[src/rtl/axi_lite_pkg.sv]
// Shared AXI4-Lite types plus the scheduler's response codes, FSM states and buffered payload records.
package axi_lite_pkg;

   typedef logic [31:0] addr_t;
   typedef logic [31:0] data_t;
   typedef logic [3:0]  strb_t;
   typedef logic [1:0]  resp_t;
   typedef logic [2:0]  prot_t;

   localparam resp_t RESP_OKAY   = 2'b00;
   localparam resp_t RESP_SLVERR = 2'b10;

   typedef enum logic [2:0] {
      IDLE,
      CMD,
      WAIT,
      BRESP,
      RRESP
   } sched_state_e;

   typedef struct packed {
      addr_t addr;
      prot_t prot;
   } addr_req_t;

   typedef struct packed {
      data_t data;
      strb_t strb;
   } wdat_req_t;

endpackage

[src/rtl/axi_lite_rw_scheduler_if.sv]
// AXI4-Lite slave channels plus the cmd/rsp link to the APB sequencing core.
// The slave modport is the scheduler's view; master is the surrounding system (AXI master + APB core).
interface axi_lite_rw_scheduler_if;
   import axi_lite_pkg::*;

   addr_t s_axi_awaddr;
   prot_t s_axi_awprot;
   logic  s_axi_awvalid;
   logic  s_axi_awready;
   data_t s_axi_wdata;
   strb_t s_axi_wstrb;
   logic  s_axi_wvalid;
   logic  s_axi_wready;
   resp_t s_axi_bresp;
   logic  s_axi_bvalid;
   logic  s_axi_bready;
   addr_t s_axi_araddr;
   prot_t s_axi_arprot;
   logic  s_axi_arvalid;
   logic  s_axi_arready;
   data_t s_axi_rdata;
   resp_t s_axi_rresp;
   logic  s_axi_rvalid;
   logic  s_axi_rready;

   logic  cmd_valid;
   logic  cmd_ready;
   logic  cmd_write;
   addr_t cmd_addr;
   data_t cmd_wdata;
   strb_t cmd_wstrb;
   prot_t cmd_prot;
   logic  rsp_valid;
   data_t rsp_rdata;
   logic  rsp_err;

   modport slave (
      input  s_axi_awaddr, s_axi_awprot, s_axi_awvalid,
      output s_axi_awready,
      input  s_axi_wdata, s_axi_wstrb, s_axi_wvalid,
      output s_axi_wready,
      output s_axi_bresp, s_axi_bvalid,
      input  s_axi_bready,
      input  s_axi_araddr, s_axi_arprot, s_axi_arvalid,
      output s_axi_arready,
      output s_axi_rdata, s_axi_rresp, s_axi_rvalid,
      input  s_axi_rready,
      output cmd_valid, cmd_write, cmd_addr, cmd_wdata, cmd_wstrb, cmd_prot,
      input  cmd_ready,
      input  rsp_valid, rsp_rdata, rsp_err
   );

   modport master (
      output s_axi_awaddr, s_axi_awprot, s_axi_awvalid,
      input  s_axi_awready,
      output s_axi_wdata, s_axi_wstrb, s_axi_wvalid,
      input  s_axi_wready,
      input  s_axi_bresp, s_axi_bvalid,
      output s_axi_bready,
      output s_axi_araddr, s_axi_arprot, s_axi_arvalid,
      input  s_axi_arready,
      input  s_axi_rdata, s_axi_rresp, s_axi_rvalid,
      output s_axi_rready,
      input  cmd_valid, cmd_write, cmd_addr, cmd_wdata, cmd_wstrb, cmd_prot,
      output cmd_ready,
      output rsp_valid, rsp_rdata, rsp_err
   );

endinterface

[src/rtl/axi_lite_req_buf.sv]
// One-entry request holding register: push handshake latches payload, pop frees it; 1-cycle fill latency.
// Backpressure: ready is low while full (or in reset) until the consumer pops the entry.
module axi_lite_req_buf #(
   parameter type T = logic [7:0]
) (
   input  logic clk,
   input  logic rst,
   input  logic push_vld,
   output logic push_rdy,
   input  T     push_dat,
   input  logic pop,
   output logic full,
   output T     dat
);

   assign push_rdy = !full && !rst;

   always_ff @(posedge clk) begin
      if (rst) begin
         full <= 1'b0;
         dat  <= '0;
      end else if (pop) begin
         full <= 1'b0;
      end else if (push_vld && push_rdy) begin
         full <= 1'b1;
         dat  <= push_dat;
      end
   end

endmodule

[src/rtl/axi_lite_rw_scheduler.sv]
// Round-robin read/write scheduler feeding the APB core one command at a time; cmd_valid 2 cycles after AXI accept.
// Backpressure: each AXI channel buffers one request; B/R are held until bready/rready, with SLVERR on rsp timeout.
module axi_lite_rw_scheduler
   import axi_lite_pkg::*;
#(
   parameter int unsigned TIMEOUT_CYCLES    = 256,
   parameter bit          FIRST_GRANT_WRITE = 1'b1
) (
   input  logic                    clk,
   input  logic                    rst,
   axi_lite_rw_scheduler_if.slave  bus
);

   localparam int TW = (TIMEOUT_CYCLES > 1) ? $clog2(TIMEOUT_CYCLES) : 1;
   localparam logic [TW-1:0] TO_LAST = TW'((TIMEOUT_CYCLES > 0) ? TIMEOUT_CYCLES - 1 : 0);

   sched_state_e state, state_nxt;
   addr_req_t    aw_in, aw_dat, ar_in, ar_dat;
   wdat_req_t    w_in, w_dat;
   logic         aw_full, w_full, ar_full, aw_rdy, w_rdy, ar_rdy;
   logic         pop_wr, pop_rd, write_elig, read_elig, done;
   resp_t        rsp_resp;
   logic [TW-1:0] timer, timer_nxt;
   logic         last_write, last_write_nxt;
   logic         cmd_valid, cmd_valid_nxt, cmd_write, cmd_write_nxt;
   addr_t        cmd_addr, cmd_addr_nxt;
   data_t        cmd_wdata, cmd_wdata_nxt, rdata, rdata_nxt;
   strb_t        cmd_wstrb, cmd_wstrb_nxt;
   prot_t        cmd_prot, cmd_prot_nxt;
   logic         bvalid, bvalid_nxt, rvalid, rvalid_nxt;
   resp_t        bresp, bresp_nxt, rresp, rresp_nxt;

   assign aw_in = '{addr: bus.s_axi_awaddr, prot: bus.s_axi_awprot};
   assign w_in  = '{data: bus.s_axi_wdata, strb: bus.s_axi_wstrb};
   assign ar_in = '{addr: bus.s_axi_araddr, prot: bus.s_axi_arprot};

   axi_lite_req_buf #(.T(addr_req_t)) u_aw_buf (
      .clk(clk), .rst(rst), .push_vld(bus.s_axi_awvalid), .push_rdy(aw_rdy),
      .push_dat(aw_in), .pop(pop_wr), .full(aw_full), .dat(aw_dat)
   );
   axi_lite_req_buf #(.T(wdat_req_t)) u_w_buf (
      .clk(clk), .rst(rst), .push_vld(bus.s_axi_wvalid), .push_rdy(w_rdy),
      .push_dat(w_in), .pop(pop_wr), .full(w_full), .dat(w_dat)
   );
   axi_lite_req_buf #(.T(addr_req_t)) u_ar_buf (
      .clk(clk), .rst(rst), .push_vld(bus.s_axi_arvalid), .push_rdy(ar_rdy),
      .push_dat(ar_in), .pop(pop_rd), .full(ar_full), .dat(ar_dat)
   );

   assign write_elig = aw_full && w_full;
   assign read_elig  = ar_full;
   // A response arriving in the same cycle as the timeout takes priority over it.
   assign done       = bus.rsp_valid || ((TIMEOUT_CYCLES != 0) && (timer == TO_LAST));
   assign rsp_resp   = (bus.rsp_valid && !bus.rsp_err) ? RESP_OKAY : RESP_SLVERR;

   always_comb begin
      state_nxt      = state;
      cmd_valid_nxt  = cmd_valid;
      cmd_write_nxt  = cmd_write;
      cmd_addr_nxt   = cmd_addr;
      cmd_wdata_nxt  = cmd_wdata;
      cmd_wstrb_nxt  = cmd_wstrb;
      cmd_prot_nxt   = cmd_prot;
      timer_nxt      = timer;
      bvalid_nxt     = bvalid;
      bresp_nxt      = bresp;
      rvalid_nxt     = rvalid;
      rresp_nxt      = rresp;
      rdata_nxt      = rdata;
      last_write_nxt = last_write;
      pop_wr         = 1'b0;
      pop_rd         = 1'b0;
      case (state)
         IDLE: begin
            if (write_elig && (!read_elig || !last_write)) begin
               cmd_valid_nxt = 1'b1;
               cmd_write_nxt = 1'b1;
               cmd_addr_nxt  = aw_dat.addr;
               cmd_wdata_nxt = w_dat.data;
               cmd_wstrb_nxt = w_dat.strb;
               cmd_prot_nxt  = aw_dat.prot;
               state_nxt     = CMD;
            end else if (read_elig) begin
               cmd_valid_nxt = 1'b1;
               cmd_write_nxt = 1'b0;
               cmd_addr_nxt  = ar_dat.addr;
               cmd_wdata_nxt = '0;
               cmd_wstrb_nxt = '0;
               cmd_prot_nxt  = ar_dat.prot;
               state_nxt     = CMD;
            end
         end
         CMD: begin
            if (bus.cmd_ready) begin
               cmd_valid_nxt = 1'b0;
               timer_nxt     = '0;
               state_nxt     = WAIT;
            end
         end
         WAIT: begin
            timer_nxt = timer + TW'(1);
            if (done) begin
               if (cmd_write) begin
                  bvalid_nxt = 1'b1;
                  bresp_nxt  = rsp_resp;
                  pop_wr     = 1'b1;
                  state_nxt  = BRESP;
               end else begin
                  rvalid_nxt = 1'b1;
                  rresp_nxt  = rsp_resp;
                  rdata_nxt  = bus.rsp_valid ? bus.rsp_rdata : '0;
                  pop_rd     = 1'b1;
                  state_nxt  = RRESP;
               end
            end
         end
         BRESP: begin
            if (bus.s_axi_bready) begin
               bvalid_nxt     = 1'b0;
               last_write_nxt = 1'b1;
               state_nxt      = IDLE;
            end
         end
         RRESP: begin
            if (bus.s_axi_rready) begin
               rvalid_nxt     = 1'b0;
               last_write_nxt = 1'b0;
               state_nxt      = IDLE;
            end
         end
         default: state_nxt = IDLE;
      endcase
   end

   always_ff @(posedge clk) begin
      if (rst) begin
         state      <= IDLE;
         cmd_valid  <= 1'b0;
         cmd_write  <= 1'b0;
         cmd_addr   <= '0;
         cmd_wdata  <= '0;
         cmd_wstrb  <= '0;
         cmd_prot   <= '0;
         timer      <= '0;
         bvalid     <= 1'b0;
         bresp      <= RESP_OKAY;
         rvalid     <= 1'b0;
         rresp      <= RESP_OKAY;
         rdata      <= '0;
         last_write <= !FIRST_GRANT_WRITE;
      end else begin
         state      <= state_nxt;
         cmd_valid  <= cmd_valid_nxt;
         cmd_write  <= cmd_write_nxt;
         cmd_addr   <= cmd_addr_nxt;
         cmd_wdata  <= cmd_wdata_nxt;
         cmd_wstrb  <= cmd_wstrb_nxt;
         cmd_prot   <= cmd_prot_nxt;
         timer      <= timer_nxt;
         bvalid     <= bvalid_nxt;
         bresp      <= bresp_nxt;
         rvalid     <= rvalid_nxt;
         rresp      <= rresp_nxt;
         rdata      <= rdata_nxt;
         last_write <= last_write_nxt;
      end
   end

   assign bus.s_axi_awready = aw_rdy;
   assign bus.s_axi_wready  = w_rdy;
   assign bus.s_axi_arready = ar_rdy;
   assign bus.s_axi_bvalid  = bvalid;
   assign bus.s_axi_bresp   = bresp;
   assign bus.s_axi_rvalid  = rvalid;
   assign bus.s_axi_rresp   = rresp;
   assign bus.s_axi_rdata   = rdata;
   assign bus.cmd_valid     = cmd_valid;
   assign bus.cmd_write     = cmd_write;
   assign bus.cmd_addr      = cmd_addr;
   assign bus.cmd_wdata     = cmd_wdata;
   assign bus.cmd_wstrb     = cmd_wstrb;
   assign bus.cmd_prot      = cmd_prot;

endmodule
[src/flat_wrapper.sv]
// flat-port wrapper written by rule: the top's interface ports become plain ports
module axi_lite_rw_scheduler_flat import axi_lite_pkg::*;
#(
   parameter int unsigned TIMEOUT_CYCLES    = 256,
   parameter bit          FIRST_GRANT_WRITE = 1'b1
)
  (clk, rst, bus_s_axi_awaddr, bus_s_axi_awprot, bus_s_axi_awvalid, bus_s_axi_awready, bus_s_axi_wdata, bus_s_axi_wstrb, bus_s_axi_wvalid, bus_s_axi_wready, bus_s_axi_bresp, bus_s_axi_bvalid, bus_s_axi_bready, bus_s_axi_araddr, bus_s_axi_arprot, bus_s_axi_arvalid, bus_s_axi_arready, bus_s_axi_rdata, bus_s_axi_rresp, bus_s_axi_rvalid, bus_s_axi_rready, bus_cmd_valid, bus_cmd_write, bus_cmd_addr, bus_cmd_wdata, bus_cmd_wstrb, bus_cmd_prot, bus_cmd_ready, bus_rsp_valid, bus_rsp_rdata, bus_rsp_err);
  axi_lite_rw_scheduler_if bus_i ();
  input  logic clk;
  input  logic rst;
  input wire logic [$bits(bus_i.s_axi_awaddr)-1:0] bus_s_axi_awaddr;
  input wire logic [$bits(bus_i.s_axi_awprot)-1:0] bus_s_axi_awprot;
  input wire logic [$bits(bus_i.s_axi_awvalid)-1:0] bus_s_axi_awvalid;
  output wire logic [$bits(bus_i.s_axi_awready)-1:0] bus_s_axi_awready;
  input wire logic [$bits(bus_i.s_axi_wdata)-1:0] bus_s_axi_wdata;
  input wire logic [$bits(bus_i.s_axi_wstrb)-1:0] bus_s_axi_wstrb;
  input wire logic [$bits(bus_i.s_axi_wvalid)-1:0] bus_s_axi_wvalid;
  output wire logic [$bits(bus_i.s_axi_wready)-1:0] bus_s_axi_wready;
  output wire logic [$bits(bus_i.s_axi_bresp)-1:0] bus_s_axi_bresp;
  output wire logic [$bits(bus_i.s_axi_bvalid)-1:0] bus_s_axi_bvalid;
  input wire logic [$bits(bus_i.s_axi_bready)-1:0] bus_s_axi_bready;
  input wire logic [$bits(bus_i.s_axi_araddr)-1:0] bus_s_axi_araddr;
  input wire logic [$bits(bus_i.s_axi_arprot)-1:0] bus_s_axi_arprot;
  input wire logic [$bits(bus_i.s_axi_arvalid)-1:0] bus_s_axi_arvalid;
  output wire logic [$bits(bus_i.s_axi_arready)-1:0] bus_s_axi_arready;
  output wire logic [$bits(bus_i.s_axi_rdata)-1:0] bus_s_axi_rdata;
  output wire logic [$bits(bus_i.s_axi_rresp)-1:0] bus_s_axi_rresp;
  output wire logic [$bits(bus_i.s_axi_rvalid)-1:0] bus_s_axi_rvalid;
  input wire logic [$bits(bus_i.s_axi_rready)-1:0] bus_s_axi_rready;
  output wire logic [$bits(bus_i.cmd_valid)-1:0] bus_cmd_valid;
  output wire logic [$bits(bus_i.cmd_write)-1:0] bus_cmd_write;
  output wire logic [$bits(bus_i.cmd_addr)-1:0] bus_cmd_addr;
  output wire logic [$bits(bus_i.cmd_wdata)-1:0] bus_cmd_wdata;
  output wire logic [$bits(bus_i.cmd_wstrb)-1:0] bus_cmd_wstrb;
  output wire logic [$bits(bus_i.cmd_prot)-1:0] bus_cmd_prot;
  input wire logic [$bits(bus_i.cmd_ready)-1:0] bus_cmd_ready;
  input wire logic [$bits(bus_i.rsp_valid)-1:0] bus_rsp_valid;
  input wire logic [$bits(bus_i.rsp_rdata)-1:0] bus_rsp_rdata;
  input wire logic [$bits(bus_i.rsp_err)-1:0] bus_rsp_err;
  assign bus_i.s_axi_awaddr = bus_s_axi_awaddr;
  assign bus_i.s_axi_awprot = bus_s_axi_awprot;
  assign bus_i.s_axi_awvalid = bus_s_axi_awvalid;
  assign bus_s_axi_awready = bus_i.s_axi_awready;
  assign bus_i.s_axi_wdata = bus_s_axi_wdata;
  assign bus_i.s_axi_wstrb = bus_s_axi_wstrb;
  assign bus_i.s_axi_wvalid = bus_s_axi_wvalid;
  assign bus_s_axi_wready = bus_i.s_axi_wready;
  assign bus_s_axi_bresp = bus_i.s_axi_bresp;
  assign bus_s_axi_bvalid = bus_i.s_axi_bvalid;
  assign bus_i.s_axi_bready = bus_s_axi_bready;
  assign bus_i.s_axi_araddr = bus_s_axi_araddr;
  assign bus_i.s_axi_arprot = bus_s_axi_arprot;
  assign bus_i.s_axi_arvalid = bus_s_axi_arvalid;
  assign bus_s_axi_arready = bus_i.s_axi_arready;
  assign bus_s_axi_rdata = bus_i.s_axi_rdata;
  assign bus_s_axi_rresp = bus_i.s_axi_rresp;
  assign bus_s_axi_rvalid = bus_i.s_axi_rvalid;
  assign bus_i.s_axi_rready = bus_s_axi_rready;
  assign bus_cmd_valid = bus_i.cmd_valid;
  assign bus_cmd_write = bus_i.cmd_write;
  assign bus_cmd_addr = bus_i.cmd_addr;
  assign bus_cmd_wdata = bus_i.cmd_wdata;
  assign bus_cmd_wstrb = bus_i.cmd_wstrb;
  assign bus_cmd_prot = bus_i.cmd_prot;
  assign bus_i.cmd_ready = bus_cmd_ready;
  assign bus_i.rsp_valid = bus_rsp_valid;
  assign bus_i.rsp_rdata = bus_rsp_rdata;
  assign bus_i.rsp_err = bus_rsp_err;
  axi_lite_rw_scheduler #(.TIMEOUT_CYCLES(TIMEOUT_CYCLES), .FIRST_GRANT_WRITE(FIRST_GRANT_WRITE)) u_core (.clk(clk), .rst(rst), .bus(bus_i));
endmodule
[config.mk]
export PLATFORM = sky130hd
export DESIGN_NAME = axi_lite_rw_scheduler_flat
export DESIGN_NICKNAME = d
export VERILOG_FILES = /design/src/rtl/axi_lite_pkg.sv /design/src/rtl/axi_lite_rw_scheduler_if.sv /design/src/rtl/axi_lite_req_buf.sv /design/src/rtl/axi_lite_rw_scheduler.sv /design/src/flat_wrapper.sv
export SDC_FILE = /design/constraint.sdc
export NUM_CORES = 1
export LEC_CHECK = 0
export BUFFER_PORTS_ARGS = -buffer_cell sky130_fd_sc_hd__buf_2
export CORE_MARGIN = 2
export CORE_UTILIZATION = 46
export CTS_CLUSTER_DIAMETER = 60
export DETAILED_ROUTE_END_ITERATION = 6
export PLACE_DENSITY = 0.76
export SLEW_MARGIN = 20
export SYNTH_ARGS = -nofsm -noshare
export SYNTH_HDL_FRONTEND = slang
export SYNTH_SLANG_ARGS = --single-unit
[constraint.sdc]
create_clock -name clk -period 2.15 [get_ports clk]
set_input_delay 0.3225 -clock clk [delete_from_list [all_inputs] [get_ports clk]]
set_output_delay 0.3225 -clock clk [all_outputs]
set_load 0.01 [all_outputs]
==> results.ini, run 1 <==
[finish]
nets=1149
utilization_pct=59.8
drive_above_1_share_pct=36.5
syn2layout_area_growth_pct=27.3
fin_area_sq_um=10700

[die]
die_w_microns=139
die-area_sq_um=19400
start_util_pct=46.9
num_rows=49
ios=262
core_area_sq_um=18000
die_h_microns=139

[clocking]
ctsResizeCount=0
cts_buffers=24
h-tree-depth=1
cts_sinks=230
hold_buffers=0
clk_pin_slew_ps=60
root_buffer=clkbuf_16
post_cts_buffers=0
clockBufferDepth=3
cts_tree=built
clk_latency_ps=500

[synthesis]
netlist_top_cells_count=230 x dfxtp_1, 92 x nor2_1, 71 x a32o_1, 40 x nor2b_1, 38 x clkbuf_1
synth_top_area_share_pct=54.6
avgSynthCellArea_sq_um=11.0
synth_area_leaders=dfxtp_1 55%, a32o_1 8.4%, mux2_2 4.8%
syn_area_sq_um=8430
async_reset_ff_share_pct=0
yosysMostFrequentCell=dfxtp_1
yosys.area.top_type=dfxtp_1
yosys_register_bits=230
ys.flop_type=dfxtp_1
synth_seq_area_share_pct=54.6
syn_inst=765
synth.distinct_cells=51
ys_warn_count=0
synth-edff-count=0

[routing]
drt_drc_violations_left=0
wl_per_cell_microns=17.2
drt-initial-drc-count=418
routed_via_density=5.52
ant_nets=0
vias=6892
drtPass1Iterations=6
finalWirelength_mm=21.5

[global_routing]
grt_pass1_wl_mm=34.1
track_usage_pct=21.1
grt-ovfl-total=0
antenna_found_initial=3
grt_max_degree=66
grt_pass1_vias=6534

[sta]
rsz0062_at_grt=false
finalClockSkew_ps=7.95
hold_viol_final=0
period_share_pct=93.4
worst_pin_slew_ps=685
maxSlewViolCount=0
relSlewSlack_pct=54.3
finalSetupViolations=0
max_clock_freq_mhz=498
fin_setup_tns_ps=0
period_minus_slack_ps=2010
setup_slack_ps=142

[placed_design]
hpwl_mm=14.2
portBuffers=259
place_ws_ps=139
place.gp.congestion=0.840
placed_area_sq_um=9950

[critical_path]
cp_max_fo=35
crit_path_end_kind=flip-flop
critPathLaunchType=flip-flop
critical_path_arrival_ps=2390
critPathTopFamily=compound AO/OA/AOI/OAI gates
critical_path.slowest_cell=mux2_2
max_stage_delay_ps=370
required_ps=2530
path_class=reg2reg
path_buf_inv=1
crit_path_cell_trace=ha_1 > and3_1 > a21oi_4 > o211ai_4 > buf_12 > mux2_2

[power]
ir_drop_uv=639
sw_frac_of_total_pct=26.6
power.switching_mw=2.85
p_leak_nw=4.88
p_seq_share_pct=45.5
internal-power_mw=7.86
combPwrFrac_pct=16.8
clkPwrFrac_pct=37.7
powerDensity_nw_per_um2=998
power_mw=10.7

[run]
maxCapViolCount=0

[run_status]
outcome=finished, final reports clean

[worst_hold_path]
hp-class=in2reg

[worst register-to-register path: stages, from the launching register on]
cell and delay (ps):
dfxtp_1 360, ha_1 190, and3_1 330, a21oi_4 150
o211ai_4 230, buf_12 250, mux2_2 390
[worst paths after layout]
kind	from	endpoint	slack, ps	cells after the start
max reg2reg	u_core.timer[0]	u_core.u_ar_buf.dat[34]	140	6
max	u_core.timer[0]	u_core.u_ar_buf.dat[34]	140	6
min reg2reg	u_core.bus.s_axi_bvalid	u_core.bus.s_axi_bvalid	460	1
min	bus_s_axi_wdata[18]	u_core.u_w_buf.dat[22]	30	2
[power by group through the flow]
stage	clock, mW	combinational, mW	sequential, mW
2_1_floorplan	0	1.01	5.04
3_3_place_gp	0	1.78	4.95
3_5_place_dp	0	1.80	4.96
4_1_cts	4.14	1.81	4.88
5_1_grt	4.34	1.98	4.92
6_report	4.04	1.80	4.88
[final cells by class]
cell class              count  area, sq um
fillers                  1521         7230
flip-flops and latches    230         4600
multi-input cells         458         3490
repair buffers            283         1550
clock buffers              35          713
well taps                 229          287
clock inverters             8         68.8
inverters                   3         11.3
diodes                      3         7.51
[layer usage]
| metal | track usage [%] | up-vias | routed length, microns |
|---|---|---|---|
| li1 | - | 3337 | - |
| met1 | 27.0 | 3272 | 8960 |
| met2 | 35.3 | 256 | 10400 |
| met3 | 5.20 | 27 | 1710 |
| met4 | 6.22 | 0 | 422 |
| met5 | 0 | - | 0 |
[cells in the final DEF (no fill, tap or decap), types with 6 or more instances in the layout]
master	count
nor2_1	92
dfxtp_1	230
a22oi_1	37
buf_2	258
mux2i_1	35
clkbuf_16	25
buf_12	6
nor2b_1	39
mux2_2	36
a32o_1	71
nand2_1	6
a22o_1	32
a211oi_1	37
a21oi_1	9
buf_4	19
clkinv_2	6
[flip-flops by register name, indices dropped and copies added (netlist names)]
name,flops
u_core.u_aw_buf.full,1
u_core.bus.cmd_addr,32
u_core.last_write,1
u_core.u_w_buf.full,1
u_core.bus.cmd_wstrb,4
u_core.state,3
u_core.bus.s_axi_rvalid,1
u_core.u_ar_buf.full,1
u_core.timer,8
u_core.u_ar_buf.dat,35
u_core.bus.s_axi_bvalid,1
u_core.bus.cmd_valid,1
u_core.bus.cmd_write,1
u_core.bus.cmd_wdata,32
u_core.u_aw_buf.dat,35
u_core.bus.s_axi_rresp,1
u_core.bus.s_axi_rdata,32
u_core.bus.cmd_prot,3
u_core.bus.s_axi_bresp,1
u_core.u_w_buf.dat,36
[stage by stage]
stage | cells | hold WS (ps)
5_1_grt | 1248 | 12.2
2_1_floorplan | 766 | 433
6_report | 1249 | 27.4
4_1_cts | 1246 | 10.8
3_5_place_dp | 1203 | 449
3_3_place_gp | 1203 | 447
[cells by family (layout without fill, tap and decap cells)]
kind of cell | Yosys count | after routing | synth area share, %
AO/OA/AOI/OAI | 214 | 214 | 21.7
multiplexers | 71 | 71 | 8.96
other | 1 | 5 | 0.0445
AND/OR/NAND/NOR | 170 | 170 | 10.3
flip-flops | 230 | 230 | 54.6
adder cells (fa/ha/maj) | 1 | 1 | 0.148
buffers and inverters | 78 | 329 | 4.24
Note: power is estimated with default switching activity, not from simulation.
==> inputs of run 2 (changes only) <==
--- a/config.mk
+++ b/config.mk
@@ -10,6 +10,7 @@
 export CORE_UTILIZATION = 46
 export CTS_CLUSTER_DIAMETER = 60
 export DETAILED_ROUTE_END_ITERATION = 6
+export MAX_ROUTING_LAYER = met4
 export PLACE_DENSITY = 0.76
 export SLEW_MARGIN = 20
 export SYNTH_ARGS = -nofsm -noshare
==> run 2 against run 1 <==
Compared with the run above:
- sequential power about the same
- final cell count unchanged
- non-clock buffer count stayed put
- critical path depth stayed put
- clock power about the same
- fmax barely moved
- clock skew is 1.1 ps higher
- power hardly changed
- die area unchanged
- design area unchanged
- combinational power about the same
- largest cell class unchanged
- highest routed layer unchanged
==> results.ini, run 2 (same netlist as run 1, synthesis figures left out) <==
[finish]
utilization_pct=59.8  ; unchanged
mostFrequentLayoutCells=258 x buf_2, 230 x dfxtp_1, 92 x nor2_1, 71 x a32o_1, 39 x nor2b_1
syn2layout_area_growth_pct=27.3  ; unchanged
reg_top3=u_core.u_w_buf.dat x36, u_core.u_ar_buf.dat x35, u_core.u_aw_buf.dat x35
nets=1149  ; unchanged
layout_commonest_cell=buf_2
fin_area_sq_um=10700  ; unchanged
largest_reg_flops=36  ; unchanged
drive_above_1_share_pct=36.5  ; unchanged
top_register=u_core.u_w_buf.dat
instances_no_fill=1249  ; unchanged
fillCellCount=1521  ; unchanged

[critical_path]
max_stage_delay_ps=370  ; about the same
crit_end=u_core.u_ar_buf.dat[34]
crit_path_end_kind=flip-flop
r2r_slack_ps=140  ; about the same
critPathTopFamily=compound AO/OA/AOI/OAI gates
required_ps=2530  ; about the same
reg2reg_depth=6  ; unchanged
path_class=reg2reg
startpoint=u_core.timer[0]
crit_path_cell_trace=ha_1 > and3_1 > a21oi_4 > o211ai_4 > buf_12 > mux2_2
critical_path.slowest_cell=mux2_2
cp_max_fo=35  ; unchanged
reg2reg_from=u_core.timer[0]
critPathLaunchType=flip-flop
crit_cells=6  ; unchanged
r2r_end=u_core.u_ar_buf.dat[34]
path_buf_inv=1  ; unchanged
critical_path_arrival_ps=2390  ; about the same

[run]
maxCapViolCount=0  ; unchanged

[routing]
finalWirelength_mm=21.4  ; -0.16%
wl_per_cell_microns=17.2  ; -0.16%
routed_via_density=5.52  ; about the same
drt-initial-drc-count=425  ; +1.7%
drt_drc_violations_left=0  ; unchanged
vias=6897  ; +0.073%
drtPass1Iterations=5  ; -1
ant_nets=0  ; unchanged

[clocking]
clk_latency_ps=500  ; about the same
post_cts_buffers=0  ; unchanged
root_buffer=clkbuf_16
cts_buffers=24  ; unchanged
cts_tree=built
hold_buffers=0  ; unchanged
ctsResizeCount=0  ; unchanged
clk_pin_slew_ps=60  ; about the same
h-tree-depth=1  ; unchanged
cts_sinks=230  ; unchanged
clockBufferDepth=3  ; unchanged

[sta]
hold_viol_final=0  ; unchanged
fin_setup_tns_ps=0  ; unchanged
max_clock_freq_mhz=498  ; about the same
period_share_pct=93.3  ; about the same
worst_pin_slew_ps=676  ; -9.34 ps
rsz0062_at_grt=false
finalClockSkew_ps=9.01  ; +1.06 ps
relSlewSlack_pct=55.0  ; +0.62 points
finalSetupViolations=0  ; unchanged
maxSlewViolCount=0  ; unchanged
period_minus_slack_ps=2010  ; -0.638 ps

[die]
num_rows=49  ; unchanged
start_util_pct=46.9  ; unchanged
die_w_microns=139  ; unchanged
die-area_sq_um=19400  ; unchanged
die_h_microns=139  ; unchanged
core_area_sq_um=18000  ; unchanged
ios=262  ; unchanged

[power]
clkPwrFrac_pct=37.7  ; about the same
ir_drop_uv=637  ; -0.32%
p_seq_share_pct=45.5  ; about the same
sw_frac_of_total_pct=26.6  ; about the same
power_mw=10.7  ; about the same
power.switching_mw=2.85  ; about the same
combPwrFrac_pct=16.8  ; about the same
p_leak_nw=4.88  ; unchanged
internal-power_mw=7.86  ; about the same
powerDensity_nw_per_um2=998  ; about the same

[global_routing]
grt-ovfl-total=0  ; unchanged
grt_max_degree=66  ; unchanged
grt_pass1_vias=6544  ; +0.15%
grt_pass1_wl_mm=34.1  ; about the same
antenna_found_initial=3  ; unchanged
track_usage_pct=21.7  ; +0.63 points

[placed_design]
placed_area_sq_um=9950  ; unchanged
hpwl_mm=14.2  ; unchanged
place.gp.congestion=0.853  ; +1.6%
portBuffers=259  ; unchanged
dp.cells=1203  ; unchanged

[worst_hold_path]
hp-class=in2reg
min_from=bus_s_axi_wstrb[2]
min_delay_path_depth=2  ; unchanged

[run_status]
outcome=finished, final reports clean

## run 2: cell counts in the layout (fill, tap and decap cells not counted)
Identical to the previous run, type by type.
## run 2: layout make-up
class	count	area, sq um	area share [%]
Clock inverter	8	68.8	0.641
Timing Repair Buffer	283	1550	14.5
Clock buffer	35	713	6.64
Multi-Input combinational cell	458	3490	32.5
Sequential cell	230	4600	42.9
Antenna cell	3	7.51	0.0699
Inverter	3	11.3	0.105
Tap cell	229	287	2.67
## run 2: per-layer routing
metal  vias up  share of wire (%)  GRT usage [%]
met5         -                  0              -
met3        30                7.1           4.68
li1       3334                  -              -
met1      3290                 42           27.3
met4         0                2.0           6.22
met2       243                 49           35.4
## run 2: how the worst min path moves through the flow
stage | to | slack [ps]
finish | u_core.u_w_buf.dat[2] | 30
global route | u_core.u_aw_buf.dat[2] | 10
CTS | u_core.u_aw_buf.dat[0] | 10
detailed placement | u_core.bus.s_axi_rdata[7] | 450
global placement | u_core.bus.s_axi_rresp[1] | 450
floorplan | u_core.u_ar_buf.full | 430
## run 2: power by group through the flow
stage               clock [mW]  combinational (mW)  sequential, mW
finish                    4.04                1.80            4.87
global route              4.34                1.97            4.92
floorplan                    0                1.01            5.04
CTS                       4.14                1.81            4.88
detailed placement           0                1.80            4.96
global placement             0                1.78            4.95
## run 2: through the flow
stage               worst slack (ps)  hold slack (ps)
floorplan                        169              433
detailed placement               139              449
finish                           143             26.4
global placement                 221              447
CTS                              131             10.8
global route                    33.2             12.3
==> inputs of run 3 (changes only) <==
--- a/config.mk
+++ b/config.mk
@@ -6,6 +6,7 @@
 export NUM_CORES = 1
 export LEC_CHECK = 0
 export BUFFER_PORTS_ARGS = -buffer_cell sky130_fd_sc_hd__buf_2
+export CORE_ASPECT_RATIO = 1.75
 export CORE_MARGIN = 2
 export CORE_UTILIZATION = 46
 export CTS_CLUSTER_DIAMETER = 60
==> run 3 against run 2 <==
Compared with the run above:
- clock-buffer cell count fell by 5
- clock power is 8.2% lower
- non-clock buffer count grew 1
- worst hold slack improved by 8.7 ps
- combinational power about the same
- final cell count shrank 0.16%
- power down 2.9%
- critical path type unchanged
- critical endpoint is now u_core.u_ar_buf.dat[28]
- largest cell class unchanged
==> results.ini, run 3 (same netlist as run 1, synthesis figures left out) <==
[global_routing]
track_usage_pct=22.4  ; +0.71 points
antenna_found_initial=3  ; unchanged
grt-ovfl-total=0  ; unchanged
grt_pass1_wl_mm=34.6  ; +1.3%
grt_pass1_vias=6954  ; +6.3%
grt_max_degree=73  ; +11%

[run_status]
outcome=finished, final reports clean

[sta]
fin_setup_tns_ps=0  ; unchanged
finalClockSkew_ps=9.15  ; +0.136 ps
worst_pin_slew_ps=675  ; -0.611 ps
hold_viol_final=0  ; unchanged
relSlewSlack_pct=54.4  ; -0.57 points
max_clock_freq_mhz=502  ; +0.67%
rsz0062_at_grt=false
period_share_pct=92.7  ; -0.62 points
finalSetupViolations=0  ; unchanged
period_minus_slack_ps=1990  ; -13.4 ps
maxSlewViolCount=0  ; unchanged

[clocking]
clockBufferDepth=3  ; unchanged
clk_latency_ps=500  ; about the same
root_buffer=clkbuf_16
h-tree-depth=1  ; unchanged
post_cts_buffers=0  ; unchanged
ctsResizeCount=0  ; unchanged
clk_pin_slew_ps=60  ; about the same
hold_buffers=0  ; unchanged
cts_sinks=230  ; unchanged
cts_buffers=22  ; -8.3%
cts_tree=built

[critical_path]
r2r_slack_ps=160  ; about the same
critical_path_arrival_ps=2380  ; about the same
crit_path_end_kind=flip-flop
cp_max_fo=19  ; -46%
path_class=reg2reg
critPathLaunchType=flip-flop
required_ps=2530  ; about the same

[finish]
utilization_pct=59.4  ; -0.37 points
layout_commonest_cell=buf_2
fillCellCount=1552  ; +2.0%
drive_above_1_share_pct=36.1  ; -0.34 points
multi_input_area_sq_um=3490  ; unchanged
largest_reg_flops=36  ; unchanged
mostFrequentLayoutCells=258 x buf_2, 230 x dfxtp_1, 92 x nor2_1, 71 x a32o_1, 39 x nor2b_1
syn2layout_area_growth_pct=26.6
regArea_sq_um=4600  ; unchanged
top_register=u_core.u_w_buf.dat
nets=1148  ; -0.087%
reg_top3=u_core.u_w_buf.dat x36, u_core.u_ar_buf.dat x35, u_core.u_aw_buf.dat x35

[placed_design]
hpwl_mm=15.1  ; +6.1%
portBuffers=259  ; unchanged
place.gp.congestion=0.830  ; -2.7%

[routing]
routed_via_density=5.57  ; +0.86%
drtPass1Iterations=5  ; unchanged
drt-initial-drc-count=373  ; -12%
ant_nets=0  ; unchanged
finalWirelength_mm=22.1  ; +3.2%
wl_per_cell_microns=17.7  ; +3.3%
drt_drc_violations_left=0  ; unchanged
vias=6945  ; +0.70%

[die]
num_rows=65  ; +33%
start_util_pct=46.9  ; about the same
die_w_microns=106  ; -24%
core_area_sq_um=18000  ; about the same
die-area_sq_um=19500  ; +0.22%
die_h_microns=183  ; +31%
ios=262  ; unchanged

[run]
maxCapViolCount=0  ; unchanged

[power]
p_leak_nw=4.84  ; -0.77%
ir_drop_uv=620  ; -2.6%
powerDensity_nw_per_um2=974  ; -2.4%

[worst_hold_path]
hp-class=in2reg

==> run 3: changes by cell type in the layout (fill, tap and decap cells not counted) <==
cell | previous run | this run
buf_12 | 6 | 8
clkbuf_16 | 25 | 23
clkbuf_8 | 5 | 3
clkinv_2 | 6 | 4
buf_4 | 19 | 18
clkbuf_1 | 5 | 4
clkinv_4 | 1 | 0
==> run 3: power by group <==
group	leakage (nW)	switching, mW	internal, mW	total (mW)
combinational	2.63	1.00	0.796	1.80
clock	0.340	1.56	2.16	3.71
sequential	1.88	0.226	4.66	4.89
==> run 3: cell type report <==
type | instances | share of cell area (%)
inverter | 3 | 0.105
antenna | 3 | 0.0703
clock inverter | 5 | 0.469
clock buffer | 30 | 5.92
sequential | 230 | 43.1
tap | 234 | 2.74
timing repair buffer | 284 | 14.9
multi-input combinational | 458 | 32.7
==> run 3: final timing paths <==
path | cells past startpoint | endpoint | start
setup / recovery | 6 | u_core.u_ar_buf.dat[28] | u_core.timer[0]
hold / removal | 2 | u_core.u_w_buf.dat[14] | bus_s_axi_wdata[10]
setup reg to reg | 6 | u_core.u_ar_buf.dat[28] | u_core.timer[0]
hold reg to reg | 1 | u_core.bus.s_axi_bvalid | u_core.bus.s_axi_bvalid
==> run 3: per-layer routing <==
layer,vias to the layer above,track usage (%),share of wire (%)
met4,0,8.95,3.1
met1,3360,24.6,39
li1,3320,-,-
met2,214,39.8,53
met5,-,-,0
met3,51,4.05,5.5
==> run 3: through the flow <==
| step | total power [mW] | setup slack (ps) | hold WS (ps) | area [sq um] | cells |
|---|---|---|---|---|---|
| floorplan | 6.05 | 169 | 433 | 8440 | 766 |
| global placement | 6.74 | 212 | 444 | 9980 | 1209 |
| detailed placement | 6.79 | 155 | 452 | 9980 | 1209 |
| CTS | 10.5 | 148 | 19.3 | 10700 | 1244 |
| global route | 10.9 | 31.7 | 24.8 | 10700 | 1247 |
| finish | 10.4 | 156 | 35.0 | 10700 | 1247 |
==> run 3: worst max-delay path, stage by stage, from the launching register on <==
cell	delay (ps)
dfxtp_1	360
ha_1	200
and3_1	330
a21oi_4	150
o211ai_4	280
buf_12	210
mux2_2	350
